`config.mk`:
```
export PLATFORM = sky130hd
export DESIGN_NAME = muldiv_unit_flat
export DESIGN_NICKNAME = d
export VERILOG_FILES = /design/src/rtl/muldiv_unit_if.sv /design/src/rtl/muldiv_unit.sv /design/src/flat_wrapper.sv
export SDC_FILE = /design/constraint.sdc
export NUM_CORES = 1
export LEC_CHECK = 0
export BUFFER_PORTS_ARGS = -buffer_cell sky130_fd_sc_hd__buf_2
export CAP_MARGIN = 20
export CORE_ASPECT_RATIO = 0.8
export CORE_MARGIN = 10
export CORE_UTILIZATION = 51
export DETAILED_ROUTE_END_ITERATION = 16
export MAX_ROUTING_LAYER = met4
export PLACE_DENSITY_LB_ADDON = 0.12
export SLEW_MARGIN = 20
export SYNTH_ARGS = -nofsm -noshare
export SYNTH_HDL_FRONTEND = slang
export SYNTH_SLANG_ARGS = --single-unit
```
`constraint.sdc`:
```
create_clock -name clk -period 16.65 [get_ports clk]
set_input_delay 3.33 -clock clk [delete_from_list [all_inputs] [get_ports clk]]
set_output_delay 3.33 -clock clk [all_outputs]
set_load 0.03 [all_outputs]
```
`src/rtl/muldiv_unit_if.sv`:
```
// Handshake and data bundle between the EX-stage decoder and the iterative
// multiply-divide unit.
interface muldiv_unit_if #(
    parameter int XLEN = 32
) ();
    logic            valid;
    logic [2:0]      fun3;
    logic [XLEN-1:0] op_a;
    logic [XLEN-1:0] op_b;
    logic            flush;
    logic            stall;
    logic            busy;
    logic            result_valid;
    logic [XLEN-1:0] result;

    modport master (
        output valid, fun3, op_a, op_b, flush,
        input  stall, busy, result_valid, result
    );

    modport slave (
        input  valid, fun3, op_a, op_b, flush,
        output stall, busy, result_valid, result
    );
endinterface

```
`src/rtl/muldiv_unit.sv`:
```
// Iterative RV32M/RV64M multiply-divide unit: shift-add multiplier and restoring
// divider retiring one bit per cycle while holding the pipeline via stall.
module muldiv_unit #(
    parameter int XLEN = 32
) (
    input logic          clk,
    input logic          rst_n,
    muldiv_unit_if.slave bus
);
    localparam int CW = $clog2(XLEN) + 1;

    typedef enum logic [1:0] {
        IDLE = 2'd0,
        CALC = 2'd1,
        DONE = 2'd2
    } state_t;

    state_t            state;
    state_t            state_next;
    logic [CW-1:0]     count;
    logic [2:0]        op;
    logic [XLEN-1:0]   opnd;
    logic [2*XLEN-1:0] acc;
    logic              negate;
    logic              busy_q;
    logic              result_valid_q;
    logic [XLEN-1:0]   result_q;

    logic              accept;
    logic              is_div;
    logic              a_signed;
    logic              b_signed;
    logic              sign_a;
    logic              sign_b;
    logic              div_zero;
    logic              div_ovf;
    logic              fast;
    logic              last;
    logic              negate_in;
    logic [XLEN-1:0]   mag_a;
    logic [XLEN-1:0]   mag_b;
    logic [XLEN-1:0]   fast_result;

    logic [XLEN:0]     sum;
    logic [XLEN:0]     trial;
    logic [XLEN:0]     diff;
    logic [2*XLEN-1:0] acc_next;
    logic [2*XLEN-1:0] prod_signed;
    logic [XLEN-1:0]   div_sel;
    logic [XLEN-1:0]   final_result;

    // Operand decode: signedness, magnitudes and the two divide special cases.
    always_comb begin
        accept    = (state == IDLE) && bus.valid && !bus.flush;
        is_div    = bus.fun3[2];
        a_signed  = is_div ? !bus.fun3[0] : (bus.fun3[1:0] == 2'b01 || bus.fun3[1:0] == 2'b10);
        b_signed  = is_div ? !bus.fun3[0] : (bus.fun3[1:0] == 2'b01);
        sign_a    = a_signed && bus.op_a[XLEN-1];
        sign_b    = b_signed && bus.op_b[XLEN-1];
        mag_a     = sign_a ? -bus.op_a : bus.op_a;
        mag_b     = sign_b ? -bus.op_b : bus.op_b;
        div_zero  = is_div && (bus.op_b == '0);
        div_ovf   = is_div && !bus.fun3[0] && (bus.op_a == {1'b1, {(XLEN-1){1'b0}}}) && (bus.op_b == '1);
        fast      = div_zero || div_ovf;
        negate_in = (is_div && bus.fun3[1]) ? sign_a : (sign_a ^ sign_b);
        if (div_zero) fast_result = bus.fun3[1] ? bus.op_a : '1;
        else          fast_result = bus.fun3[1] ? '0 : bus.op_a;
    end

    // One iteration step; acc holds {partial, multiplier} or {remainder, quotient}.
    always_comb begin
        sum   = {1'b0, acc[2*XLEN-1:XLEN]} + (acc[0] ? {1'b0, opnd} : {(XLEN+1){1'b0}});
        trial = {acc[2*XLEN-1:XLEN], acc[XLEN-1]};
        diff  = trial - {1'b0, opnd};
        if (!op[2])          acc_next = {sum, acc[XLEN-1:1]};
        else if (!diff[XLEN]) acc_next = {diff[XLEN-1:0], acc[XLEN-2:0], 1'b1};
        else                  acc_next = {trial[XLEN-1:0], acc[XLEN-2:0], 1'b0};
        prod_signed = negate ? -acc_next : acc_next;
        div_sel     = op[1] ? acc_next[2*XLEN-1:XLEN] : acc_next[XLEN-1:0];
        if (!op[2]) final_result = (op[1:0] == 2'b00) ? prod_signed[XLEN-1:0] : prod_signed[2*XLEN-1:XLEN];
        else        final_result = negate ? -div_sel : div_sel;
        last = (count == CW'(XLEN-1));
    end

    always_ff @(posedge clk) begin
        if (!rst_n) state <= IDLE;
        else        state <= state_next;
    end

    always_comb begin
        state_next = state;
        case (state)
            IDLE:    if (accept) state_next = fast ? DONE : CALC;
            CALC:    if (bus.flush) state_next = IDLE;
                     else if (last) state_next = DONE;
            DONE:    state_next = IDLE;
            default: state_next = IDLE;
        endcase
    end

    always_ff @(posedge clk) begin
        if (!rst_n) begin
            count          <= '0;
            op             <= '0;
            opnd           <= '0;
            acc            <= '0;
            negate         <= 1'b0;
            busy_q         <= 1'b0;
            result_valid_q <= 1'b0;
            result_q       <= '0;
        end else begin
            busy_q         <= (state_next != IDLE);
            result_valid_q <= 1'b0;
            case (state)
                IDLE: begin
                    count <= '0;
                    if (accept) begin
                        op     <= bus.fun3;
                        negate <= negate_in;
                        opnd   <= is_div ? mag_b : mag_a;
                        acc    <= {{XLEN{1'b0}}, (is_div ? mag_a : mag_b)};
                        if (fast) begin
                            result_q       <= fast_result;
                            result_valid_q <= 1'b1;
                        end
                    end
                end
                CALC: begin
                    if (bus.flush) begin
                        count <= '0;
                    end else begin
                        acc   <= acc_next;
                        count <= count + CW'(1);
                        if (last) begin
                            result_q       <= final_result;
                            result_valid_q <= 1'b1;
                        end
                    end
                end
                default: count <= '0;
            endcase
        end
    end

    assign bus.stall        = rst_n && (accept || (state == CALC));
    assign bus.busy         = busy_q;
    assign bus.result_valid = result_valid_q;
    assign bus.result       = result_q;
endmodule

```
`src/flat_wrapper.sv`:
```
// flat-port wrapper written by rule: the top's interface ports become plain ports
module muldiv_unit_flat 
#(
    parameter int XLEN = 32
)
  (clk, rst_n, bus_valid, bus_fun3, bus_op_a, bus_op_b, bus_flush, bus_stall, bus_busy, bus_result_valid, bus_result);
  muldiv_unit_if #(.XLEN(XLEN)) bus_i ();
  input logic clk;
  input logic rst_n;
  input wire logic [$bits(bus_i.valid)-1:0] bus_valid;
  input wire logic [$bits(bus_i.fun3)-1:0] bus_fun3;
  input wire logic [$bits(bus_i.op_a)-1:0] bus_op_a;
  input wire logic [$bits(bus_i.op_b)-1:0] bus_op_b;
  input wire logic [$bits(bus_i.flush)-1:0] bus_flush;
  output wire logic [$bits(bus_i.stall)-1:0] bus_stall;
  output wire logic [$bits(bus_i.busy)-1:0] bus_busy;
  output wire logic [$bits(bus_i.result_valid)-1:0] bus_result_valid;
  output wire logic [$bits(bus_i.result)-1:0] bus_result;
  assign bus_i.valid = bus_valid;
  assign bus_i.fun3 = bus_fun3;
  assign bus_i.op_a = bus_op_a;
  assign bus_i.op_b = bus_op_b;
  assign bus_i.flush = bus_flush;
  assign bus_stall = bus_i.stall;
  assign bus_busy = bus_i.busy;
  assign bus_result_valid = bus_i.result_valid;
  assign bus_result = bus_i.result;
  muldiv_unit #(.XLEN(XLEN)) u_core (.clk(clk), .rst_n(rst_n), .bus(bus_i));
endmodule
```
=== Word level (Yosys, flattened, before mapping) ===
Index checks and enable logic that the tools add are counted.

* Flip-flop bits (word level): 142
* Bits in latches: 0
* Memory bits (writable): 0
* Memory bits (read-only): 0
* Input bits: 71
* Output and inout bits: 35
* Logic and storage cells: 89
* Memories: 0

* Add/subtract/negate cells: 7
* $mul: 0
* Divide/modulo/power cells: 0
* $lt $le $gt $ge: 0
* Equal/unequal tests: 10
* Shift operators: 0
* Muxes and demuxes: 36
* Bitwise operators: 3
* Reductions and logical operators: 24

{| class="wikitable"
|+ Operator list
! cell !! count
|-
| $mux W32 || 16
|-
| $mux W64 || 5
|-
| $pmux W64 S2 || 1
|-
| $neg A32 Y32 || 3
|-
| $eq A32 B32 Y1 const B || 2
|-
| $neg A64 Y64 || 1
|-
| $pmux W32 S2 || 1
|-
| $add A32 B33 Y33 || 1
|-
| $sub A33 B32 Y33 || 1
|-
| $logic_not A32 Y1 || 1
|-
| $logic_and A1 B1 Y1 || 10
|-
| $mux W2 || 4
|-
| $mux W1 || 7
|-
| $add A6 B1 Y6 const B || 1
|-
| $eq A6 B5 Y1 const B || 1
|-
| $ne A2 B1 Y1 const B || 3
|-
| $reduce_and A5 Y1 || 1
|-
| $eq A2 B1 Y1 const B || 2
|-
| $logic_not A2 Y1 || 2
|-
| $pmux W2 S2 || 1
|-
| $reduce_bool A2 Y1 || 2
|-
| $logic_or A1 B1 Y1 || 3
|-
| $reduce_and A3 Y1 || 1
|-
| $reduce_or A3 Y1 || 1
|-
| 7 further kinds || 9
|}

=== Depth between registers and ports, before layout ===
Gate-level depths: netlist of the first run.

* Depth after elaboration: 10
* Depth in mapped cells: 28
* Mapped depth without buffers: 23

=== Worst setup path after synthesis of the first run ===
OpenSTA, ideal clock, no wires.

* Path kind: input to output
* Start point: input bus_flush
* End point: output bus_stall
* Arrival time: 3990 ps
* Setup slack: 9330 ps
* Cell stages on the path: 2
* Path through: nand2b_1 a21oi_1

* Longest elaborated chain between the ends: 4

{| class="wikitable"
|+ Ends and longest elaborated chain
! element !! RTL line !! source
|-
| from (decl) || flat_wrapper.sv:14 || <nowiki>input wire logic [$bits(bus_i.flush)-1:0] bus_flush;</nowiki>
|-
| $logic_not A1 Y1 || muldiv_unit.sv:54 || <nowiki>accept = (state == IDLE) && bus.valid && !bus.flush;</nowiki>
|-
| $logic_and A1 B1 Y1 || muldiv_unit.sv:54 ||
|-
| $logic_or A1 B1 Y1 || muldiv_unit.sv:145 || <nowiki>assign bus.stall = rst_n && (accept || (state == CALC));</nowiki>
|-
| $logic_and A1 B1 Y1 || muldiv_unit.sv:145 ||
|-
| to (decl) || flat_wrapper.sv:15 || <nowiki>output wire logic [$bits(bus_i.stall)-1:0] bus_stall;</nowiki>
|}

No other way between the ends.

=== Worst setup path after layout of the first run ===
* Start point: register u_core.opnd[25]
* End point: register u_core.result_q[30] (netlist: u_core.bus.result[30])

* Longest elaborated chain between the ends: 10
* Elaborated cells between the ends (all ways): 15
* Classes of those cells: 4 x add/sub; 11 x mux

{| class="wikitable"
|+ Ends and longest elaborated chain
! element !! RTL line !! source
|-
| from (decl) || muldiv_unit.sv:22 || <nowiki>logic [XLEN-1:0] opnd;</nowiki>
|-
| from (signal assigned) || muldiv_unit.sv:120 || <nowiki>opnd <= is_div ? mag_b : mag_a;</nowiki>
|-
| $sub A33 B32 Y33 or $mux W32 (tied branches) || muldiv_unit.sv:74, muldiv_unit.sv:72 ||
|-
| $mux W64 or $add A32 B33 Y33 (tied branches) || muldiv_unit.sv:76, muldiv_unit.sv:72 ||
|-
| $mux W64 (*) || muldiv_unit.sv:75 || <nowiki>if (!op[2]) acc_next = {sum, acc[XLEN-1:1]};</nowiki>
|-
| $neg A64 Y64 or $mux W32 (tied branches) || muldiv_unit.sv:78, muldiv_unit.sv:79 ||
|-
| $mux W64 or $neg A32 Y32 (tied branches) || muldiv_unit.sv:78, muldiv_unit.sv:81 ||
|-
| $mux W32 (on tied branches) || muldiv_unit.sv:80, muldiv_unit.sv:81 ||
|-
| $mux W32 (*) || muldiv_unit.sv:80 || <nowiki>if (!op[2]) final_result = (op[1:0] == 2'b00) ? prod_signed[XLEN-1:0] : prod_signed[2*XLEN-1:XLEN];</nowiki>
|-
| $mux W32 (*) || muldiv_unit.sv:134 || <nowiki>if (last) begin</nowiki>
|-
| $mux W32 (*) || muldiv_unit.sv:129 || <nowiki>if (bus.flush) begin</nowiki>
|-
| $pmux W32 S2 (*) || muldiv_unit.sv:114 || <nowiki>case (state)</nowiki>
|-
| to (signal assigned) || muldiv_unit.sv:123 || <nowiki>result_q <= fast_result;</nowiki>
|-
| to (signal assigned) || muldiv_unit.sv:135 || <nowiki>result_q <= final_result;</nowiki>
|-
| to (decl) || muldiv_unit.sv:27 || <nowiki>logic [XLEN-1:0] result_q;</nowiki>
|}

Every way passes the cells marked *; elsewhere a longest branch is shown, timed or not. The select of a mux whose other input is x is not followed.
A chain may end at the register's enable or synchronous reset.

==> results_dict.tcl, run 1 <==
set metrics [dict create \
    yosys.cell_types.count 92 \
    synthCells 2487 \
    cts-root-buf "clkbuf_16" \
    avgSynthCellArea_um2 6.82 \
    ant_nets 0 \
    finalWorstSetupSlack_ps 8910 \
    endpoint_kind "register" \
    syn_nets 2631 \
    worst_slew_pin_slew_ps 1230 \
    numCtsBuffers 17 \
    hold_violations 0 \
    clock_latency_ps 480 \
    finalSetupTns_ps 0 \
    io_pins 106 \
    min_period_over_period_pct 46.5 \
    fillers 3252 \
    start_util_pct 52.0 \
    hp-class "register to register" \
    overflow 0 \
    die_x_um 224 \
    p_leak_nw 7.07 \
    core_area_um2 32600 \
    yosys_warnings 0 \
    final_nets 2629 \
    p_per_area_nw_per_um2 72.2 \
    dieHeight_um 183 \
    avgViaCountPerCell 7.04 \
    setup_viol 0 \
    ys_ff_latch 142 \
    ir_worst_vdd_mv 0.0645 \
    grt_pass1_vias 18200 \
    ys_seq_area_share_pct 16.8 \
    cts_tree "built" \
    holdBufCountCts 0 \
    numClockSinks 142 \
    whs_path_depth 2 \
    critPathMaxFanout 17 \
    post-route-min-period_ps 7740 \
    synth_edf_count 0 \
    seqCellArea_um2 2850 \
    routabilityCongestion 1.07 \
    max_cap_viol_count 0 \
    first_iter_violations 3549 \
    dp_slack_ps 8770 \
    reg2reg_depth 21 \
    status "completed" \
    syn-cell-area_um2 17000 \
    htree_levels 4 \
    path_clk_slew_ps 80 \
    setup.worst_path.start_class "register" \
    dp_hpwl_um 60600 \
    drtPass1Iterations 9 \
    crit_arrival_ps 8080 \
    route.detailed.drc 0 \
    post_dp_cell_area_um2 17700 \
    antenna_found_initial 3 \
    rsz0062_at_grt "no" \
    grt_start_max_net_pins 107 \
    finClkSkew_ps 15.5 \
    drv_slew 0 \
    cp.required_ps 17000 \
    vias 20600 \
    clockBufferDepth 2 \
    wl_per_cell_um 26.8 \
    syn_to_final_growth_pct 8.32 \
    drt_wl_total_um 78400 \
    finalInstanceArea_um2 18400 \
    ctsResizeCount 0 \
    fmax_ghz 0.129 \
    post_cts_buffers 0 \
    port_buffers 105 \
    ys.flop_type "dfxtp_1" \
    rows 59 \
    maxSlewHeadroom_pct 17.3 \
    worstSetupPathType "register to register" \
    grt_pass1_wl_um 115000 \
    multi_input_area_um2 13200 \
    drive_above_1_share_pct 10.4 \
    die-area_um2 41000 \
    grt.total_usage_pct 37.2 \
    async_reset_ff_share_pct 0 \
]
registers in the layout (all words and copies together), names as in the netlist:
signal and cells:
u_core.acc 64, u_core.bus.busy 1, u_core.bus.result 32, u_core.bus.result_valid 1, u_core.count 6, u_core.negate 1
u_core.op 3, u_core.opnd 32, u_core.state 2
layout by cell type (no fill, tap or decap), drive strengths merged, types with 22 or more instances in the layout:
cell type  instances
a211oi            48
a21o              22
a21oi            249
a31oi             37
and2              54
buf              138
dfxtp            142
ha                71
inv               93
mux2              25
mux2i             46
nand2            300
nand3             61
nand4             31
nor2             223
nor3              76
nor4              34
o211ai            41
o21ai            217
o31ai             44
or3               27
xnor2             87
xor2              65
final cells by class:
type,count,area share [%]
multi-input combinational,2101,72.0
sequential,142,15.5
timing repair buffer,138,4.29
tap,427,2.91
clock buffer,17,2.32
inverter,85,1.74
clock inverter,15,1.16
antenna,3,0.0409
synth_stat cells (25+ instances only):
| master | instances | share of area, % |
|---|---|---|
| nand4_1 | 31 | 1.1 |
| clkbuf_1 | 123 | 2.7 |
| xor2_1 | 65 | 3.4 |
| a21oi_1 | 249 | 7.3 |
| nor2_1 | 223 | 4.9 |
| a31oi_1 | 37 | 1.4 |
| o21ai_0 | 209 | 6.2 |
| or3_1 | 27 | 1.0 |
| nor4_1 | 31 | 1.1 |
| ha_1 | 71 | 5.2 |
| nand3_1 | 60 | 1.8 |
| and2_1 | 54 | 2.0 |
| o31ai_1 | 43 | 1.9 |
| nand2_1 | 299 | 6.6 |
| a211oi_1 | 48 | 2.1 |
| xnor2_1 | 87 | 4.5 |
| inv_1 | 83 | 1.8 |
| o211ai_1 | 41 | 1.8 |
| mux2i_1 | 46 | 2.7 |
| nor3_1 | 74 | 2.2 |
| mux2_2 | 25 | 1.7 |
| dfxtp_1 | 142 | 17 |
power breakdown:
group / internal [mW] / switching [mW]
clock: 0.244 / 0.199
combinational: 0.158 / 0.355
sequential: 0.351 / 0.0191
total: 0.754 / 0.573
per-stage QoR:
stage | util, % | power, mW | instances | hold slack [ps]
2_1_floorplan | - | 0.695 | 2487 | 430
3_3_place_gp | 54.2 | 0.860 | 2891 | 441
3_5_place_dp | 54.2 | 0.863 | 2891 | 451
4_1_cts | 56.2 | 1.30 | 2923 | 463
5_1_grt | 56.3 | 1.36 | 2928 | 492
6_report | 56.3 | 1.33 | 2928 | 459
per-layer routing:
metal  part of all wire (%)  GRT usage [%]  vias up
li1                       -              -     9190
met1                     41           49.7     9797
met2                     41           50.5     1396
met3                     13           10.1      221
met4                    4.6           17.7        0
met5                      0              -        -
final timing paths:
check	from	to	slack, ps
setup / recovery	u_core.opnd[25]$_SDFFE_PN0P_	u_core.bus.result[30]$_SDFFE_PN0P_	8910
hold / removal	u_core.bus.result[0]$_SDFFE_PN0P_	u_core.bus.result[0]$_SDFFE_PN0P_	460
setup reg to reg	u_core.opnd[25]$_SDFFE_PN0P_	u_core.bus.result[30]$_SDFFE_PN0P_	8910
hold reg to reg	u_core.bus.result[0]$_SDFFE_PN0P_	u_core.bus.result[0]$_SDFFE_PN0P_	460
worst max-delay path, cell delays in order (launching register included):
cell      delay, ps
dfxtp_1         360
inv_1            60
ha_1            460
nand2_1         170
or4_4           580
nor4_1          350
a21boi_2        320
o31a_2          490
nor3_2          110
a21oi_1         190
ha_1            230
o2111a_1        310
or4b_2          750
or2_2           400
nor2_1          260
nand2_1         150
or3_1           530
or2_2           340
nor4b_1         900
mux2i_1         200
nor4_1          300
a31oi_1         120
logic make-up after synthesis:
| logic type | count (synthesis) | share of synthesized area [%] |
|---|---|---|
| flops | 142 | 16.8 |
| simple gates | 926 | 26.2 |
| xor+xnor | 152 | 7.85 |
| mux | 72 | 4.51 |
| buf+inv | 244 | 5.53 |
| compound gates | 857 | 32.4 |
| fa+ha+maj | 94 | 6.71 |
(Power assumes the default switching activity.)
==> inputs of run 2 (changes only) <==
==> constraint.sdc (replaced) <==
create_clock -name clk -period 7.86 [get_ports clk]
set_input_delay 1.572 -clock clk [delete_from_list [all_inputs] [get_ports clk]]
set_output_delay 1.572 -clock clk [all_outputs]
set_load 0.03 [all_outputs]
==> run 2 against run 1 <==
Against the previous run: setup slack got worse by 7800 ps; worst hold slack improved by 5.5 ps; core utilization is 0.25 points higher; first-iteration DRC count shrank 9.9%; combinational power up 110%; clock power increased by 100%; sequential share of layout area decreased by 0.076 points; register-to-register slack worse by 7800 ps; sequential power increased by 110%; routed wire length up 4.2%; critical path type unchanged; largest power group unchanged.
==> results_dict.tcl, run 2 (synthesis gave the netlist of run 1 again) <==
set metrics [dict create \
    route.detailed.drc 0 \
    final_cell_mix "nand2_1, a21oi_1, nor2_1" \
    ir_worst_vdd_mv 0.162 \
    core_area_um2 32600 \
    hp-class "register to register" \
    wl_met3_um 11500 \
    r2r-start "u_core.acc[31]$_SDFFE_PN0P_" \
    drt_wl_total_um 81700 \
    grt_start_max_net_pins 80 \
    finClkSkew_ps 13.7 \
    cts_tree "built" \
    ant_nets 0 \
    status "completed" \
    worstSetupPathType "register to register" \
    largest_reg_flops 64 \
    wl_per_cell_um 27.8 \
    p_leak_nw 7.12 \
    die_x_um 224 \
    drv_slew 0 \
    multi_input_area_um2 13200 \
    path_clk_slew_ps 70 \
    seqCellArea_um2 2850 \
    n_antenna_cell 0 \
    vias 20700 \
    routabilityCongestion 1.09 \
    start_util_pct 52.0 \
    hold_violations 0 \
    syn_to_final_growth_pct 8.81 \
    ctsResizeCount 0 \
    post_cts_buffers 0 \
    min-delay-start "u_core.opnd[11]$_SDFFE_PN0P_" \
    clock_latency_ps 460 \
    setup.worst_path.start_class "register" \
    rrSetupSlack_ps 1140 \
    avgViaCountPerCell 7.03 \
    maxSlewHeadroom_pct 20.3 \
    antenna_found_initial 0 \
    holdBufCountCts 0 \
    power.total_mw 2.78 \
    reg2reg_depth 22 \
    top_register "u_core.acc" \
    clockBufferDepth 2 \
    dp_hpwl_um 62800 \
    wl_met1_um 33700 \
    rsz0062_at_grt "no" \
    overflow 0 \
    grt_pass1_wl_um 118000 \
    fillers 3245 \
    max_cap_viol_count 0 \
    whs_path_depth 2 \
    final_nets 2647 \
    dieHeight_um 183 \
    worstHoldEndpoint "u_core.opnd[11]$_SDFFE_PN0P_" \
    numCtsBuffers 17 \
    grt.total_usage_pct 38.7 \
    cts-root-buf "clkbuf_16" \
    route.met2.wl_um 32800 \
    endpoint_kind "register" \
    grt_pass1_vias 18300 \
    fmax_ghz 0.149 \
    crit_arrival_ps 7050 \
    cp.required_ps 8190 \
    critPathMaxFanout 10 \
    min_period_over_period_pct 85.5 \
    highest_layer "met4" \
    die-area_um2 41000 \
    setup_viol 0 \
    rows 59 \
    p_per_area_nw_per_um2 151 \
    drive_above_1_share_pct 11.0 \
    io_pins 106 \
    post-route-min-period_ps 6720 \
    numClockSinks 142 \
    htree_levels 4 \
    finalSetupTns_ps 0 \
    worst_slew_pin_slew_ps 1190 \
    final_common_cell "nand2_1" \
    drtPass1Iterations 7 \
    port_buffers 105 \
    first_iter_violations 3199 \
    r2r_end "u_core.bus.result[10]$_SDFFE_PN0P_" \
]
[run 2: changes by cell type in the layout (fill, tap and decap cells not counted), moves of 2 or more]
cell	delta
diode_2	-3
buf_4	+20
inv_8	-6
clkbuf_8	+2
clkinvlp_4	+4
buf_8	-2
[run 2: how the worst max path moves through the flow]
stage / from / end / slack [ps] / cells after the start
floorplan: u_core.acc[31]$_SDFFE_PN0P_ / u_core.bus.result[10]$_SDFFE_PN0P_ / 1860 / 25
global placement: u_core.acc[31]$_SDFFE_PN0P_ / u_core.bus.result[10]$_SDFFE_PN0P_ / 1460 / 22
detailed placement: u_core.acc[31]$_SDFFE_PN0P_ / u_core.bus.result[10]$_SDFFE_PN0P_ / 1320 / 22
CTS: u_core.acc[31]$_SDFFE_PN0P_ / u_core.bus.result[10]$_SDFFE_PN0P_ / 1280 / 22
global route: u_core.opnd[25]$_SDFFE_PN0P_ / u_core.bus.result[10]$_SDFFE_PN0P_ / 700 / 21
finish: u_core.acc[31]$_SDFFE_PN0P_ / u_core.bus.result[10]$_SDFFE_PN0P_ / 1140 / 22
[run 2: through the flow]
stage / hold WS (ps) / worst slack [ps] / instances / cell area [um2] / utilization (%)
after floorplan: 430 / 1860 / 2487 / 17000 / -
after global placement: 442 / 1460 / 2911 / 17800 / 54.7
after detailed placement: 450 / 1320 / 2911 / 17800 / 54.7
after CTS: 457 / 1280 / 2943 / 18500 / 56.6
after global routing: 480 / 704 / 2943 / 18500 / 56.6
final: 464 / 1140 / 2943 / 18500 / 56.6
[run 2: critical path, stage by stage (launching register included)]
cell and delay (ps):
dfxtp_1 520, inv_1 100, ha_1 240, fa_1 420, nor2b_1 170, o2111ai_1 210, a21o_1 390, a21boi_2 280
o31a_2 180, nor3_2 60, a21oi_1 180, ha_1 230, o2111a_1 270, or4b_2 760, or2_2 390, nor2_1 140
nand2_1 110, or3_1 490, nor3_1 320, a21o_1 170, mux2_2 320, a221o_1 260, a2111oi_0 370
[run 2: final cells by class]
| type | instances | share of cell area [%] |
|---|---|---|
| Clock buffer | 20 | 2.47 |
| Clock inverter | 12 | 0.854 |
| Inverter | 85 | 1.73 |
| Timing Repair Buffer | 156 | 4.92 |
| Tap cell | 427 | 2.89 |
| Multi-Input combinational cell | 2101 | 71.7 |
| Sequential cell | 142 | 15.4 |
[run 2: where the power goes]
part,leakage [nW],switching (mW),internal [mW]
registers,1.15,0.0389,0.745
clock network,0.290,0.385,0.518
logic,5.68,0.751,0.342
total,7.12,1.17,1.60
[run 2: per-layer routing]
layer	vias up	track usage (%)
met5	-	-
met4	0	15.4
met3	194	10.9
met2	1561	53.1
met1	9707	52.0
li1	9232	-
